<file path="src/rtl/ffe_sample_feeder.sv">
// ffe_sample_feeder: write/sequencing side of the FFE tap interface.
// Accepts samples over x_valid/x_ready and keeps the last DEPTH of them in a
// circular delay line. Each accepted sample is replayed newest-first, one tap
// per cycle, to ffe_datapath. The last tap raises str_out_n_rst_add_reg.
// Optional feature macro: FFE_BACK_TO_BACK_EN accepts the next sample on the
// last-tap cycle, so back-to-back sequences need no idle cycle between them.
module ffe_sample_feeder #(
    parameter int unsigned IN_OUT_BUS_WIDTH = 12,
    parameter int unsigned DEPTH            = 4,
    parameter int unsigned ADDR_SIZE        = $clog2(DEPTH)
) (
    input  logic                        ffe_clk,
    input  logic                        rst,
    input  logic [IN_OUT_BUS_WIDTH-1:0] x_in,
    input  logic                        x_valid,
    output logic                        x_ready,
    input  logic                        clr_hist,
    output logic [ADDR_SIZE-1:0]        rd_addr,
    output logic [IN_OUT_BUS_WIDTH-1:0] rd_data,
    output logic                        str_out_n_rst_add_reg,
    output logic                        out_valid
);

    localparam int unsigned           PTR_W    = ADDR_SIZE + 1;
    localparam logic [ADDR_SIZE-1:0]  LAST_IDX = ADDR_SIZE'(DEPTH - 1);
    localparam logic [PTR_W-1:0]      DEPTH_P  = PTR_W'(DEPTH);

    typedef enum logic {
        IDLE = 1'b0,
        RUN  = 1'b1
    } state_t;

    state_t                      state_q;
    state_t                      state_d;
    logic [ADDR_SIZE-1:0]        tap_q;
    logic [ADDR_SIZE-1:0]        tap_d;
    logic [ADDR_SIZE-1:0]        wr_ptr_q;
    logic [ADDR_SIZE-1:0]        wr_ptr_d;
    logic [ADDR_SIZE-1:0]        newest_q;
    logic [ADDR_SIZE-1:0]        newest_d;
    logic [IN_OUT_BUS_WIDTH-1:0] mem_q [DEPTH];

    logic [ADDR_SIZE-1:0]        tap_nxt;
    logic [PTR_W-1:0]            rd_sum;
    logic [ADDR_SIZE-1:0]        rd_idx;

    logic                        ready_c;
    logic                        accept;
    logic                        clear;
    logic [ADDR_SIZE-1:0]        rd_addr_d;
    logic [IN_OUT_BUS_WIDTH-1:0] rd_data_d;
    logic                        strobe_d;

    // Delay-line index of the next tap: (newest - tap) mod DEPTH via add of DEPTH
    always_comb begin
        tap_nxt = tap_q + ADDR_SIZE'(1);
        rd_sum  = PTR_W'(newest_q) + DEPTH_P - PTR_W'(tap_nxt);
        if (rd_sum >= DEPTH_P) begin
            rd_sum = rd_sum - DEPTH_P;
        end
        rd_idx = ADDR_SIZE'(rd_sum);
    end

    // Next-state and next-output logic; outputs are computed one cycle ahead
    always_comb begin
        state_d   = state_q;
        tap_d     = tap_q;
        wr_ptr_d  = wr_ptr_q;
        newest_d  = newest_q;
        ready_c   = 1'b0;
        clear     = 1'b0;
        rd_addr_d = '0;
        rd_data_d = '0;
        strobe_d  = 1'b0;

        case (state_q)
            IDLE: begin
                ready_c = ~clr_hist;
                clear   = clr_hist;
                if (clr_hist) begin
                    wr_ptr_d = '0;
                end
            end
            RUN: begin
                if (tap_q == LAST_IDX) begin
                    state_d = IDLE;
`ifdef FFE_BACK_TO_BACK_EN
                    ready_c = 1'b1;
`endif
                end else begin
                    tap_d     = tap_nxt;
                    rd_addr_d = tap_nxt;
                    rd_data_d = mem_q[rd_idx];
                    strobe_d  = (tap_nxt == LAST_IDX);
                end
            end
            default: begin
                state_d = IDLE;
            end
        endcase

        // The accepted sample is tap 0 of the new sequence, forwarded directly
        // because the delay-line write lands on the same edge.
        accept = ready_c & x_valid;
        if (accept) begin
            state_d   = RUN;
            tap_d     = '0;
            newest_d  = wr_ptr_q;
            wr_ptr_d  = (wr_ptr_q == LAST_IDX) ? '0 : wr_ptr_q + ADDR_SIZE'(1);
            rd_addr_d = '0;
            rd_data_d = x_in;
            strobe_d  = 1'b0;
        end
    end

    assign x_ready   = ready_c;
    assign out_valid = str_out_n_rst_add_reg;

    // State, pointers and registered tap outputs
    always_ff @(posedge ffe_clk or negedge rst) begin
        if (!rst) begin
            state_q               <= IDLE;
            tap_q                 <= '0;
            wr_ptr_q              <= '0;
            newest_q              <= '0;
            rd_addr               <= '0;
            rd_data               <= '0;
            str_out_n_rst_add_reg <= 1'b0;
        end else begin
            state_q               <= state_d;
            tap_q                 <= tap_d;
            wr_ptr_q              <= wr_ptr_d;
            newest_q              <= newest_d;
            rd_addr               <= rd_addr_d;
            rd_data               <= rd_data_d;
            str_out_n_rst_add_reg <= strobe_d;
        end
    end

    // Delay line: clear in one cycle, otherwise write the accepted sample
    always_ff @(posedge ffe_clk or negedge rst) begin
        if (!rst) begin
            for (int unsigned i = 0; i < DEPTH; i++) begin
                mem_q[i] <= '0;
            end
        end else if (clear) begin
            for (int unsigned i = 0; i < DEPTH; i++) begin
                mem_q[i] <= '0;
            end
        end else if (accept) begin
            mem_q[wr_ptr_q] <= x_in;
        end
    end

endmodule

</file>
<file path="config.mk">
export PLATFORM = sky130hd
export DESIGN_NAME = ffe_sample_feeder
export DESIGN_NICKNAME = d
export VERILOG_FILES = /design/src/rtl/ffe_sample_feeder.sv
export SDC_FILE = /design/constraint.sdc
export NUM_CORES = 1
export LEC_CHECK = 0
export CORE_UTILIZATION = 50
export CTS_CLUSTER_SIZE = 16
export DETAILED_ROUTE_END_ITERATION = 12
export PLACE_DENSITY = 0.71
export SYNTH_ARGS = -nofsm -noshare
export SYNTH_HDL_FRONTEND = slang
export SYNTH_SLANG_ARGS = --single-unit
export TNS_END_PERCENT = 1
</file>
<file path="constraint.sdc">
create_clock -name ffe_clk -period 4.5 [get_ports ffe_clk]
set_input_delay 1.35 -clock ffe_clk [delete_from_list [all_inputs] [get_ports ffe_clk]]
set_output_delay 1.35 -clock ffe_clk [all_outputs]
set_load 0.02 [all_outputs]
</file>
==> flow_summary_export.csv <==
group,metric,value,unit
outcome,status,"finished clean",
logic_synthesis,synth_cell_type_count,25,
critical_path,path_class,"input port to primary output",
critical_path,cp-start-kind,"input port",
routing,drc,0,
clock_network,clk_path_buf_depth,2,
pwr,p_leak,1.77,nW
logic_synthesis,synthesis.nets,244,
routing,first_pass_iters,4,
sta,post-route-period-util,0.858,
logic_synthesis,netlist_instances,221,
grt,grt_pass1_wl,10.0,mm
cells_and_area,diodes,0,
grt,grt_max_degree,43,
grt,grt-ovfl-total,0,
placed_design,gp_congestion,0.785,
routing,vias_per_cell,5.75,
clock_network,cts_tree,"done",
sta,maxSlewViolCount,0,
sta,final-hold-violation-count,0,
logic_synthesis,ys_seq_area_frac,0.551,
grt,track_usage,0.213,
cells_and_area,drive_above_1_share,0.254,
routing,drtIter0Drc,63,
routing,wl_per_cell,18.5,microns
clock_network,ctsResizeCount,0,
sta,min_period,3.86,ns
critical_path,cpMostUsedCell,"clkdlybuf4s50_1",
routing,vias,1950,
clock_network,cts_made_buffers,9,
flow_run,max_cap_violations,0,
clock_network,cts_sinks,70,
grt,antenna_found_initial,0,
sta,setup_tns,0,ns
pwr,ir_drop,0.000354,V
floorplan,rows,28,
placed_design,detailed_place_hpwl,3.89,mm
clock_network,clk_pin_slew_worst_paths,0.07,ns
grt,grt_pass1_vias,1923,
sta,setup-violations-final,0,
clock_network,ctsHoldBuffers,0,
critical_path,required,3.15,ns
logic_synthesis,syn_avg_cell_area,14.4,sq um
floorplan,die_w,81.8,microns
min_path,min_path_type,"flop to flop",
floorplan,fp.dieH,81.8,microns
floorplan,top_level_ports,33,
logic_synthesis,netlist_area,3180,sq um
critical_path,crit_path_top_delay_cell,"clkdlybuf4s50_1",
sta,clock_skew,0.00855,ns
placed_design,io_buffers,32,
critical_path,r2r_slack,2.11,ns
sta,worst_pin_slew,1.14,ns
sta,fmax,0.259,GHz
logic_synthesis,yosys_register_bits,70,
cells_and_area,nNetsFinal,282,
cells_and_area,num-fill-cells,477,
critical_path,crit_arrival,2.51,ns
sta,holdWs,0.498,ns
critical_path,critical_path.cell_chain,"clkdlybuf4s50_1, nor2_1, clkdlybuf4s50_1",
sta,rsz0062_at_grt,"false",
critical_path,max_stage_delay,0.62,ns
routing,finalWirelength,6.28,mm
critical_path,crit_fanout,2,
floorplan,die_area,6680,sq um
logic_synthesis,yosysWarnings,0,
clock_network,post-cts-setup-buffers,0,
clock_network,ctsHtreeMaxLevel,3,
clock_network,clk_root_buffer_cell,"clkbuf_8",
cells_and_area,syn_to_final_growth,19.7,%
sta,relSlewSlack,0.238,
floorplan,start_util,0.528,
pwr,powerDensity,757,nW/um^2
floorplan,coreArea,6030,sq um
critical_path,end_kind,"primary output",
clock_network,worst_skew_pair.late_latency,0.35,ns
routing,ant_nets,0,
-- flip-flops by register name (all words and copies together), names as in the netlist --
| signal | cells |
|---|---|
| state_q | 1 |
| newest_q | 2 |
| out_valid | 1 |
| rd_data | 12 |
| mem_q | 48 |
| wr_ptr_q | 2 |
| tap_q | 2 |
| rd_addr | 2 |
-- metrics by stage --
stage | utilization | total power [W] | setup WS [ns] | instances | area (sq um)
3_3_place_gp | 0.593 | 0.00228 | 0.672 | 323 | 3580
5_1_grt | 0.632 | 0.00305 | 0.576 | 339 | 3810
2_1_floorplan | - | 0.00199 | 1.35 | 221 | 3180
4_1_cts | 0.632 | 0.00291 | 0.641 | 339 | 3810
3_5_place_dp | 0.593 | 0.00231 | 0.641 | 323 | 3580
6_report | 0.632 | 0.00288 | 0.638 | 339 | 3810
-- power by group --
part	internal (W)	switching (W)
sequential	0.000897	0.000134
combinational	0.000702	0.000567
clock	0.000342	0.000242
total	0.00194	0.000942
-- cell usage after synthesis, drive strengths merged --
cell type | n | share of area
buf | 10 | 0.018
o21ai | 4 | 0.0063
inv | 5 | 0.0059
or3b | 1 | 0.0028
xnor3 | 1 | 0.0071
a21oi | 5 | 0.0079
a22o | 12 | 0.033
mux4 | 12 | 0.099
o22ai | 2 | 0.0039
dfrtp | 70 | 0.55
mux2i | 5 | 0.016
nand2 | 4 | 0.0047
nand3 | 2 | 0.0031
nor3b | 1 | 0.0024
and2 | 13 | 0.026
clkbuf | 2 | 0.0024
nor2b | 4 | 0.0079
nand3b | 1 | 0.0024
nand2b | 2 | 0.0039
ha | 7 | 0.028
nor2 | 14 | 0.017
mux2 | 42 | 0.15
a31oi | 2 | 0.0039
-- final cells by class --
cell class | count | area, sq um | area share
clock inverters | 5 | 81.3 | 0.0214
clock buffers | 11 | 151 | 0.0398
flip-flops and latches | 70 | 1750 | 0.460
well taps | 75 | 93.8 | 0.0246
inverters | 5 | 18.8 | 0.00493
repair buffers | 39 | 368 | 0.0966
multi-input cells | 134 | 1340 | 0.353
-- per-layer routing --
metal / up-vias / wire length (microns) / global-route usage
met2: 34 / 3140 / 0.345
met4: 0 / 73 / 0.0842
met3: 6 / 191 / 0.0478
met1: 1027 / 2880 / 0.278
met5: - / 0 / 0
li1: 883 / - / -
-- cells in the final DEF (no fill, tap or decap), types with 2 or more instances in the layout --
| master | Yosys | routed |
|---|---|---|
| a31oi_1 | 2 | 2 |
| nor2_1 | 14 | 14 |
| clkbuf_8 | 0 | 11 |
| buf_4 | 1 | 7 |
| dfrtp_1 | 70 | 70 |
| mux2_2 | 42 | 42 |
| nand2_1 | 4 | 4 |
| o21ai_0 | 4 | 4 |
| inv_1 | 5 | 5 |
| nand2b_1 | 2 | 2 |
| mux4_1 | 12 | 12 |
| o22ai_1 | 2 | 2 |
| mux2i_1 | 5 | 5 |
| nor2b_1 | 4 | 4 |
| and2_1 | 13 | 13 |
| clkdlybuf4s50_1 | 0 | 31 |
| bufinv_16 | 0 | 2 |
| a22o_1 | 12 | 12 |
| a21oi_1 | 5 | 5 |
| ha_1 | 7 | 7 |
| nand3_1 | 2 | 2 |
-- kinds of logic (layout without fill, tap and decap cells) --
kind of cell | after synthesis | in the layout | synth area share
and+or+nand+nor | 42 | 42 | 0.0692
DFF | 70 | 70 | 0.551
buffers and inverters | 17 | 60 | 0.0268
AOI/OAI and AO/OA | 25 | 25 | 0.0551
muxes | 59 | 59 | 0.264
adders and majority gates | 7 | 7 | 0.0275
xor gates and xnor gates | 1 | 1 | 0.00708
-- critical path: cells and delay by family --
family | cells | cell delay, ns
AND/OR/NAND/NOR | 1 | 0.12
buffers and inverters | 2 | 1.05
-- path summary, 6_finish.rpt --
| check | startpoint | endpoint | depth (start not counted) |
|---|---|---|---|
| setup / recovery | clr_hist | x_ready | 3 |
| min in group asynchronous | rst | rd_data[9] | 1 |
| hold reg to reg | mem_q[42] | mem_q[42] | 1 |
| hold / removal | mem_q[42] | mem_q[42] | 1 |
| max in group asynchronous | rst | rd_data[0] | 2 |
| setup reg to reg | tap_q[0] | rd_data[10] | 5 |
Note: power is estimated with default switching activity, not from simulation.
